==> src/rtl/hazard_fwd_ctrl.sv <==
// rtl/hazard_fwd_ctrl.sv - load-use stall and EX operand forwarding select controller
// Tracks destination info of in-flight instructions to drive forwarding selects and stalls.
module hazard_fwd_ctrl #(
   parameter int REG_AW = 5,
   parameter int CNT_W  = 16
) (
   input  logic              clk,
   input  logic              rst_n,
   input  logic              hold,
   input  logic              flush,
   input  logic              id_valid,
   input  logic [REG_AW-1:0] id_rs,
   input  logic [REG_AW-1:0] id_rt,
   input  logic              id_uses_rs,
   input  logic              id_uses_rt,
   input  logic [REG_AW-1:0] id_dest,
   input  logic              id_reg_write,
   input  logic              id_mem_read,
   output logic              stall,
   output logic [1:0]        fwd_a_sel,
   output logic [1:0]        fwd_b_sel,
   output logic [CNT_W-1:0]  stall_cnt
);

   // The WB-resident writer is never consulted (write-first regfile), and a
   // load in MEM forwards like any writer, so only these fields are kept.
   logic              ex_valid_q, ex_valid_d;
   logic [REG_AW-1:0] ex_dest_q, ex_dest_d;
   logic              ex_reg_write_q, ex_reg_write_d;
   logic              ex_mem_read_q, ex_mem_read_d;
   logic              mem_valid_q, mem_valid_d;
   logic [REG_AW-1:0] mem_dest_q, mem_dest_d;
   logic              mem_reg_write_q, mem_reg_write_d;
   logic [1:0]        fwd_a_sel_q, fwd_a_sel_d;
   logic [1:0]        fwd_b_sel_q, fwd_b_sel_d;
   logic [CNT_W-1:0]  stall_cnt_q, stall_cnt_d;

   logic       ex_fwd, mem_fwd, ex_load;
   logic [1:0] sel_a, sel_b;

   always_comb begin
      ex_fwd  = ex_valid_q && ex_reg_write_q && (ex_dest_q != '0);
      mem_fwd = mem_valid_q && mem_reg_write_q && (mem_dest_q != '0);
      ex_load = id_valid && ex_fwd && ex_mem_read_q;

      stall = ex_load && !flush &&
              ((id_uses_rs && (id_rs == ex_dest_q)) ||
               (id_uses_rt && (id_rt == ex_dest_q)));

      sel_a = 2'b00;
      if (id_uses_rs && ex_fwd && (ex_dest_q == id_rs))
         sel_a = 2'b01;
      else if (id_uses_rs && mem_fwd && (mem_dest_q == id_rs))
         sel_a = 2'b10;

      sel_b = 2'b00;
      if (id_uses_rt && ex_fwd && (ex_dest_q == id_rt))
         sel_b = 2'b01;
      else if (id_uses_rt && mem_fwd && (mem_dest_q == id_rt))
         sel_b = 2'b10;
   end

   always_comb begin
      ex_valid_d      = ex_valid_q;
      ex_dest_d       = ex_dest_q;
      ex_reg_write_d  = ex_reg_write_q;
      ex_mem_read_d   = ex_mem_read_q;
      mem_valid_d     = mem_valid_q;
      mem_dest_d      = mem_dest_q;
      mem_reg_write_d = mem_reg_write_q;
      fwd_a_sel_d     = fwd_a_sel_q;
      fwd_b_sel_d     = fwd_b_sel_q;
      stall_cnt_d     = stall_cnt_q;

      if (!hold) begin
         mem_valid_d     = ex_valid_q;
         mem_dest_d      = ex_dest_q;
         mem_reg_write_d = ex_reg_write_q;

         if (flush || stall || !id_valid) begin
            ex_valid_d     = 1'b0;
            ex_dest_d      = '0;
            ex_reg_write_d = 1'b0;
            ex_mem_read_d  = 1'b0;
            fwd_a_sel_d    = 2'b00;
            fwd_b_sel_d    = 2'b00;
         end else begin
            ex_valid_d     = 1'b1;
            ex_dest_d      = id_dest;
            ex_reg_write_d = id_reg_write;
            ex_mem_read_d  = id_mem_read;
            fwd_a_sel_d    = sel_a;
            fwd_b_sel_d    = sel_b;
         end

         if (stall && (stall_cnt_q != '1))
            stall_cnt_d = stall_cnt_q + 1'b1;
      end
   end

   always_ff @(posedge clk or negedge rst_n) begin
      if (!rst_n) begin
         ex_valid_q      <= 1'b0;
         ex_dest_q       <= '0;
         ex_reg_write_q  <= 1'b0;
         ex_mem_read_q   <= 1'b0;
         mem_valid_q     <= 1'b0;
         mem_dest_q      <= '0;
         mem_reg_write_q <= 1'b0;
         fwd_a_sel_q     <= 2'b00;
         fwd_b_sel_q     <= 2'b00;
         stall_cnt_q     <= '0;
      end else begin
         ex_valid_q      <= ex_valid_d;
         ex_dest_q       <= ex_dest_d;
         ex_reg_write_q  <= ex_reg_write_d;
         ex_mem_read_q   <= ex_mem_read_d;
         mem_valid_q     <= mem_valid_d;
         mem_dest_q      <= mem_dest_d;
         mem_reg_write_q <= mem_reg_write_d;
         fwd_a_sel_q     <= fwd_a_sel_d;
         fwd_b_sel_q     <= fwd_b_sel_d;
         stall_cnt_q     <= stall_cnt_d;
      end
   end

   assign fwd_a_sel = fwd_a_sel_q;
   assign fwd_b_sel = fwd_b_sel_q;
   assign stall_cnt = stall_cnt_q;

endmodule

==> config.mk <==
export PLATFORM = sky130hd
export DESIGN_NAME = hazard_fwd_ctrl
export DESIGN_NICKNAME = d
export VERILOG_FILES = /design/src/rtl/hazard_fwd_ctrl.sv
export SDC_FILE = /design/constraint.sdc
export NUM_CORES = 1
export LEC_CHECK = 0
export BUFFER_PORTS_ARGS = -buffer_cell sky130_fd_sc_hd__buf_4
export CAP_MARGIN = 15
export CORE_ASPECT_RATIO = 1.75
export CORE_UTILIZATION = 56
export CTS_CLUSTER_DIAMETER = 120
export CTS_CLUSTER_SIZE = 8
export DETAILED_ROUTE_END_ITERATION = 8
export GPL_TIMING_DRIVEN = 0
export PLACE_DENSITY = 0.84
export SETUP_SLACK_MARGIN = 0.15
export SYNTH_ARGS = -nofsm -noshare
export SYNTH_HDL_FRONTEND = slang
export SYNTH_SLANG_ARGS = --single-unit
==> constraint.sdc <==
create_clock -name clk -period 3.21 [get_ports clk]
set_clock_uncertainty 0.05 [all_clocks]
set_input_delay 0.4815 -clock clk [delete_from_list [all_inputs] [get_ports clk]]
set_output_delay 0.4815 -clock clk [all_outputs]
set_load 0.01 [all_outputs]
# --- Word-level counts from Yosys, hierarchy flattened ---
# Cells that the tools add are included.
word_totals:
  rom_bits: 0
  memories: 0
  input_bits: 24
  ramBits: 0
  wordCells: 56
  out_inout_bits: 21
  ff_bits: 35
  latch_bits: 0
classes:
  mux: 10
  addsub: 1
  eq_ne: 7
  n_shift: 0
  bitwise: 1
  multipliers: 0
  n_div: 0
  n_lt_le_gt_ge: 0
  n_reduce_logical: 27
ops:
  columns: ["op", "count"]
  rows:
  - ["$eq 5x5->1", 6]
  - ["$logic_and 1x1->1", 19]
  - ["$add 16x1->16 const B", 1]
  - ["$ne 16x16->1 const B", 1]
  - ["$mux 2", 6]
  - ["$reduce_bool 5->1", 2]
  - ["$mux 5", 1]
  - ["$logic_or 1x1->1", 3]
  - ["$mux 1", 3]
  - ["$logic_not 1->1", 2]
  - ["$reduce_and 2->1", 1]
  - ["$not 1->1", 1]

# --- Depth between registers and ports, before layout ---
# Gate-level depths: netlist (run 1).
logic_depth:
  depth_word: 9
  ltp_mapped: 8
  mapped_depth_nobuf: 7

# --- Worst setup path before layout (run 1) ---
# Ideal clock, no wire load.
synth_path:
  path_kind: "reg-to-reg"
  startpoint: "register stall_cnt_q[11] (netlist: stall_cnt[11])"
  endpoint: "register stall_cnt_q[14] (netlist: stall_cnt[14])"
  t_required_ns: 3.035
  period_less_slack_ns: 1.962
  setup_time_ns: 0.125
  arrival_time_ns: 1.787
  setup_slack_ns: 1.248
  n_path_buf: 1
  stages_incl_launch_ff: 8
  path_cell_list: "dfrtp_1 -> and3_1 -> and3_1 -> a311o_1 -> a21oi_4 -> buf_6 -> nand4_1 -> xnor2_1"
synth_via:
  elab_chain_cells: 3
  word_cells_on_any_way: 4
  cone_classes: "1 x add/sub; 1 x eq/ne; 2 x reduce/logical"
synth_rtl:
  columns: ["element", "line_no", "rtl"]
  rows:
  - ["start: declaration", "36", "logic [CNT_W-1:0] stall_cnt_q, stall_cnt_d;"]
  - ["start signal: assignment", "123", "stall_cnt_q <= stall_cnt_d;"]
  - ["branches (longest 3 deep; another with $add 16x1->16)", null, null]
# Several ways; the timed one is not identified.
# A chain may end at the register's enable or synchronous reset.

# --- Final worst setup path (run 1) ---
layout_path:
  startpoint: "register ex_dest_q[0]"
  endpoint: "output stall"
layout_via:
  elab_chain_cells: 6
  word_cells_on_any_way: 11
  cone_classes: "2 x eq/ne; 9 x reduce/logical"
layout_rtl:
  columns: ["element", "line_no", "rtl"]
  rows:
  - ["start: declaration", "28", "logic [REG_AW-1:0] ex_dest_q, ex_dest_d;"]
  - ["start signal: assignment", "115", "ex_dest_q <= ex_dest_d;"]
  - ["$reduce_bool 5->1", "42", "ex_fwd = ex_valid_q && ex_reg_write_q && (ex_dest_q != '0);"]
  - ["$logic_and 1x1->1", "42", null]
  - ["$logic_and 1x1->1 (2 in a row)", "44", "ex_load = id_valid && ex_fwd && ex_mem_read_q;"]
  - ["$logic_and 1x1->1", "46", "stall = ex_load && !flush &&"]
  - ["$logic_and 1x1->1 (*)", "46", null]
  - ["end: declaration", "19", "output logic stall,"]
# Mark *: on every way between the ends. The rest lies on a longest branch, timed or not.

==> impl_metrics.py, run 1 <==
metrics = {
    "sta": {
        "fin_tns_setup_ps": 0,
        "maxSlewViolCount": 0,
        "setup_viol": 0,
        "grt_setup_unrepaired": "no",
        "post-route-period-util_pct": 80.62,
        "period_minus_slack_ps": 2588,
        "clock.fmax_mhz": 386.4,
        "worst_pin_slew_ps": 531.9,
        "final_hold_viol_count": 0,
        "slew_headroom_pct": 64.54,
    },
    "layout": {
        "syn2layout_area_growth_pct": 26.63,
        "layout-drive-gt1-share_pct": 33.67,
        "antenna_cells": 0,
        "fin_area_um2": 2213,
        "num-fill-cells": 201,
        "utilization_pct": 75.60,
        "nets": 220,
    },
    "floorplan": {
        "fp.dieW_um": 44.23,
        "fp-row-count": 26,
        "io_pins": 45,
        "die_area_um2": 3357,
        "fp.dieH_um": 75.91,
        "initial_core_util_pct": 59.70,
        "core_area_um2": 2928,
    },
    "route": {
        "first_pass_iters": 7,
        "via_per_inst": 6.134,
        "drc": 0,
        "postRouteAntennaNets": 0,
        "wl_mm": 4.095,
        "drt_iter0_drc": 42,
        "vias": 1374,
        "wl_per_cell_um": 18.28,
    },
    "global_route": {
        "globalRoute.totalOverflow": 0,
        "antenna_found_initial": 0,
        "grt_max_degree": 36,
        "first_global_vias": 1530,
        "grt_pass1_wl_mm": 7.010,
        "grt_use_total_pct": 28.50,
    },
    "worst_hold_path": {
        "hold_class": "in -> async",
    },
    "placed_design": {
        "gp_congestion": 0.8092,
        "io_buffers": 44,
        "place_hpwl_mm": 3.129,
        "dpl_cell_area_um2": 2113,
    },
    "cts": {
        "hold_buffers": 0,
        "post_cts_buffers": 0,
        "cts_root_buf": "clkbuf_8",
        "htree_levels": 2,
        "clk_latency_ps": 290,
        "cts-resized-gates": 0,
        "cts_sinks": 35,
        "ctsLongestPathBuffers": 2,
        "cts_tree": "built",
        "clk_pin_slew_worst_paths_ps": 60,
        "cts_buffers": 5,
    },
    "synth": {
        "synth-edff-count": 0,
        "synth_warnings": 0,
        "postSynthCellCount": 144,
        "synth_cell_type_count": 25,
        "ys_seq_area_share_pct": 50.11,
        "avgSynthCellArea_um2": 12.14,
        "synthesis.area_um2": 1748,
        "ys_ff_latch": 35,
        "synth_nets": 169,
        "synthArstFlopShare_pct": 100.0,
        "synth_ff_type": "dfrtp_1",
    },
    "critical_path": {
        "cp_slowest_cell": "nor4_1",
        "path_buf_inv": 2,
        "path_delay_family": "simple AND/OR/NAND/NOR gates",
        "required_ps": 2680,
        "start_kind": "flip-flop",
        "arrival_ps": 2060,
        "crit_fanout": 6,
        "cp_slowest_stage_delay_ps": 390,
        "crit_type": "reg -> out",
        "path_cells": "buf_6 -> xor2_1 -> nor4_1 -> nand3_1 -> a21oi_2 -> buf_4",
        "end_kind": "output pin",
    },
    "power": {
        "power.density_nw_per_um2": 410.1,
        "ir_drop_v": 0.0004099,
        "power.leakage_nw": 1.089,
    },
    "status": {
        "status": "finished clean",
    },
    "job": {
        "maxCapViolations": 0,
    },
}
==> cells by family (layout without fill, tap and decap cells) <==
family	count (synthesis)	count (layout)	share of synthesized area, %
buffers and inverters	6	58	2.577
AND/OR/NAND/NOR	41	41	14.39
flip-flops	35	35	50.11
multiplexers	8	8	5.154
adder cells (fa/ha/maj)	1	1	0.7157
AO/OA/AOI/OAI	18	18	9.520
XOR/XNOR	35	35	17.54
==> where the power goes <==
| group | switching (mW) | internal [mW] | leakage [nW] |
|---|---|---|---|
| combinational | 0.0435 | 0.0495 | 0.557 |
| sequential | 0.0164 | 0.454 | 0.481 |
| clock | 0.149 | 0.196 | 0.0515 |
==> cell type report <==
class | instances | area (um^2) | share of cell area (%)
Buffer | 6 | 45.04 | 2.035
Clock buffer | 8 | 100.1 | 4.522
Multi-Input combinational cell | 103 | 827.0 | 37.37
Sequential cell | 35 | 875.8 | 39.57
Tap cell | 28 | 35.03 | 1.583
Timing Repair Buffer | 44 | 330.3 | 14.92
==> synth_stat cells, types with 3 or more instances <==
cell type,count,area share (%)
dfrtp_1,35,50
xnor2_1,18,9.0
xor2_1,17,8.5
a22o_1,11,5.5
nand3_1,10,2.9
mux2_2,8,5.2
nand4_1,8,2.9
and3_1,5,1.8
nor4_1,4,1.4
buf_6,3,1.9
clkbuf_1,3,0.64
nand2_1,3,0.64
nor2_1,3,0.64
nor3_1,3,0.86
==> path summary, 6_finish.rpt <==
check                                          startpoint                        end  slack (ps)  cells past startpoint
worst max-delay path             ex_dest_q[0]$_DFFE_PN0N_                      stall         620                      6
worst min-delay path                                rst_n   ex_dest_q[4]$_DFFE_PN0N_          90                      1
worst max register to register   ex_dest_q[0]$_DFFE_PN0N_  stall_cnt[12]$_DFFE_PN0P_         940                      8
worst min register to register  stall_cnt[14]$_DFFE_PN0P_  stall_cnt[14]$_DFFE_PN0P_         460                      1
max in group asynchronous                           rst_n  ex_mem_read_q$_DFFE_PN0N_        2720                      1
min in group clk                               id_dest[4]   ex_dest_q[4]$_DFFE_PN0N_         360                      2
==> placed cells by master, fill, tap and decap left out <==
master,instances
nor3_1,3
ha_1,1
o211ai_1,2
mux2_2,8
a21oi_2,1
nor4_1,4
nand2_1,3
or4_1,2
a21oi_4,1
a22o_1,11
xnor2_1,18
buf_4,44
and4_1,1
clkbuf_1,4
nor4b_4,1
nand4_1,8
nand3_1,10
xor2_1,17
nor2_1,3
o211ai_2,1
buf_6,3
a311o_1,1
and3_1,5
dfrtp_1,35
a21o_1,1
and4b_1,1
clkbuf_8,7
==> worst reg2reg max path: cells and delay by family, from the launching register on <==
| family | cells | cell delay [ps] |
|---|---|---|
| AO/OA/AOI/OAI | 1 | 300 |
| XOR/XNOR | 2 | 320 |
| buffers and inverters | 2 | 330 |
| flip-flops | 1 | 370 |
| AND/OR/NAND/NOR | 3 | 790 |
==> state kept, by name, indices dropped and copies added, names as in the netlist, 2 cells and up <==
register / count
fwd_a_sel: 2
fwd_b_sel: 2
ex_dest_q: 5
stall_cnt: 16
mem_dest_q: 5
==> routing by layer <==
metal | part of all wire [%] | vias to the layer above | global-route usage, %
li1 | - | 627 | -
met5 | 0 | - | 0
met2 | 57 | 47 | 47.94
met3 | 5.2 | 11 | 5.952
met1 | 35 | 689 | 32.14
met4 | 2.6 | 0 | 15.15
==> stage by stage <==
stage | worst slack (ps) | instances | hold WS [ps] | power, mW
2_1_floorplan | 1248 | 144 | 135.9 | 0.5209
3_3_place_gp | 864.2 | 216 | 397.0 | 0.5653
3_5_place_dp | 830.8 | 216 | 406.1 | 0.5712
4_1_cts | 609.8 | 224 | 92.28 | 0.9183
5_1_grt | 581.9 | 224 | 116.4 | 0.9463
6_report | 622.2 | 224 | 87.22 | 0.9077
Power figures use the tool's default switching activity.
==> run 2: changes to the inputs <==
Settings changed: ABC_AREA from default to 1, CORE_UTILIZATION 56 to 55, PLACE_DENSITY 0.84 to 0.79.
Clock period 3.21 ns to 2.44 ns, I/O delays scaled along.
==> run 2 against run 1 <==
Sequential share of layout area is 8.4 points lower. Cell count grew 96%. Setup slack lost 350 ps. Sequential power up 31%. Largest power group unchanged.
==> impl_metrics.py, run 2 <==
metrics = {
    "floorplan": {
        "fp.dieW_um": 51.17,
        "core_area_um2": 4111,
        "fp.dieH_um": 88.05,
        "io_pins": 45,
        "fp-row-count": 31,
        "die_area_um2": 4506,
        "initial_core_util_pct": 56.60,
    },
    "layout": {
        "ff_latch_area_um2": 877.1,
        "num-fill-cells": 388,
        "antenna_cells": 0,
        "multi_input_area_um2": 1254,
        "final_cell_mix": "136 x nand2_1, 45 x buf_4, 34 x dfrtp_1",
        "syn2layout_area_growth_pct": 20.86,
        "largest_reg_flops": 16,
        "nets": 416,
        "layout-drive-gt1-share_pct": 24.30,
        "final_common_cell": "nand2_1",
    },
    "route": {
        "first_pass_iters": 4,
        "wl_mm": 6.019,
        "drt_iter0_drc": 57,
        "via_per_inst": 5.232,
        "vias": 2302,
        "drc": 0,
        "postRouteAntennaNets": 0,
        "wl_per_cell_um": 13.68,
    },
    "synth": {
        "synth_area_leaders": "dfrtp_1 38%, nand2_1 22%, nand2_2 5.6%, nand4_1 5.6%, nor2_1 5.2%",
        "synthesis.area_um2": 2327,
        "ys_ff_latch": 35,
        "synth_nets": 365,
        "synth_top_cell_by_area": "dfrtp_1",
        "synthTopCellsByCount": "137 x nand2_1, 35 x dfrtp_1, 32 x nor2_1",
        "synth_ff_type": "dfrtp_1",
        "ys_seq_area_share_pct": 37.63,
        "avgSynthCellArea_um2": 6.845,
        "synth-edff-count": 0,
        "postSynthCellCount": 340,
        "synthArstFlopShare_pct": 100.0,
        "yosysMostFrequentCell": "nand2_1",
        "synth_top_area_share_pct": 37.63,
        "synth_warnings": 0,
        "synth_cell_type_count": 27,
    },
    "cts": {
        "clk_pin_slew_worst_paths_ps": 70,
        "htree_levels": 2,
        "cts_buffers": 5,
        "cts_sinks": 35,
        "cts_tree": "built",
        "clk_latency_ps": 290,
        "cts_root_buf": "clkbuf_8",
        "ctsLongestPathBuffers": 2,
    },
    "global_route": {
        "globalRoute.totalOverflow": 0,
        "grt_pass1_wl_mm": 9.977,
        "antenna_found_initial": 0,
        "grt_use_total_pct": 30.07,
        "grt_max_degree": 36,
        "first_global_vias": 2297,
    },
    "sta": {
        "period_minus_slack_ps": 2164,
        "grt_setup_unrepaired": "no",
        "setup_slack_ps": 275.7,
        "setup_viol": 0,
        "slew_headroom_pct": 68.17,
        "clock.fmax_mhz": 462.0,
        "maxSlewViolCount": 0,
        "fin_tns_setup_ps": 0,
        "worst_pin_slew_ps": 477.5,
        "post-route-period-util_pct": 88.70,
        "final_hold_viol_count": 0,
    },
    "critical_path": {
        "arrival_ps": 1750,
        "reg2reg_slack_ps": 590,
        "crit_fanout": 10,
        "crit_type": "reg -> out",
        "rr_worst_depth": 9,
        "timing.rr.start": "stall_cnt[0]$_DFFE_PN0P_",
        "start_kind": "flip-flop",
        "r2r-end": "stall_cnt[11]$_DFFE_PN0P_",
        "required_ps": 2020,
        "end_kind": "output pin",
    },
    "power": {
        "p_switching_mw": 0.3144,
        "p_clk_share_pct": 35.6,
        "seqPwrFrac_pct": 51.5,
        "power.density_nw_per_um2": 423.5,
        "power.leakage_nw": 1.507,
        "ir_drop_v": 0.0004629,
        "p_comb_share_pct": 12.8,
        "p_sw_share_pct": 26.40,
        "p_int_mw": 0.8768,
    },
    "placed_design": {
        "io_buffers": 43,
        "place_hpwl_mm": 4.663,
        "pre_cts_ws_ps": 547.4,
        "gp_congestion": 0.8521,
    },
    "worst_hold_path": {
        "hold_class": "in -> reg",
        "min_path_cells": 3,
        "min_to": "ex_dest_q[2]$_DFFE_PN0N_",
        "hold_path_startpoint": "id_dest[2]",
    },
    "status": {
        "status": "finished clean",
    },
    "job": {
        "maxCapViolations": 0,
    },
}
## run 2: layer usage
metal | track usage [%] | share of wire [%]
met1 | 29.39 | 37
met2 | 55.26 | 55
met3 | 3.819 | 3.1
met4 | 22.98 | 4.1
met5 | 0 | 0
## run 2: final cells by class
class                      count  share of cell area, %
multi-input combinational    261                  44.57
sequential                    35                  31.18
timing repair buffer          44                  11.83
inverter                      35                  4.760
clock buffer                   6                  2.936
buffer                         9                  2.358
tap                           49                  2.180
clock inverter                 1                 0.1779
## run 2: cells by family after synthesis
logic type      share of synthesized area [%]
xor+xnor                                2.634
compound gates                          2.903
fa+ha+maj                              0.5375
buf+inv                                 8.602
flops                                   37.63
simple gates                            47.69
## run 2: repair_timing
item	CTS	global route
hold buffers	1	0
endpoints found under the setup margin	0	1
buffers inserted	0	0
endpoints found under the hold margin	35	0
gates resized for setup	0	2
## run 2: power by group through the flow
stage          Sequential, mW  Clock (mW)  Combinational (mW)
2_1_floorplan           0.620           0              0.0836
3_3_place_gp            0.624           0               0.149
3_5_place_dp            0.624           0               0.152
4_1_cts                 0.613       0.433               0.154
5_1_grt                 0.615       0.455               0.173
6_report                0.614       0.425               0.153
## run 2: how the worst max path moves through the flow
| stage | from | end | slack (ps) |
|---|---|---|---|
| 6_report | ex_dest_q[1]$_DFFE_PN0N_ | stall | 280 |
| 4_1_cts | ex_dest_q[1]$_DFFE_PN0N_ | stall | 230 |
| 3_3_place_gp | ex_dest_q[1]$_DFFE_PN0N_ | stall | 560 |
| 5_1_grt | ex_dest_q[1]$_DFFE_PN0N_ | stall | 160 |
| 3_5_place_dp | ex_dest_q[1]$_DFFE_PN0N_ | stall | 550 |
| 2_1_floorplan | stall_cnt[0]$_DFFE_PN0P_ | stall_cnt[10]$_DFFE_PN0P_ | 810 |
## run 2: per-stage QoR
stage          power (mW)  utilization (%)  hold WS, ps  cell area, um^2  cells
2_1_floorplan      0.7034                -        20.41             2327    340
3_3_place_gp       0.7724            65.95        291.6             2711    432
3_5_place_dp       0.7759            65.95        296.6             2711    432
4_1_cts             1.200            68.32        245.0             2809    440
5_1_grt             1.243            68.41        265.1             2813    440
6_report            1.191            68.41        249.9             2813    440
## run 2: critical path: stages (launching register included)
cell and delay [ps]:
dfrtp_2 430, inv_2 60, nand2_1 70, nand2_1 50
nor2_1 150, nand3_2 130, nand2_4 160, nand2_2 100
buf_6 160, inv_2 40, buf_4 100
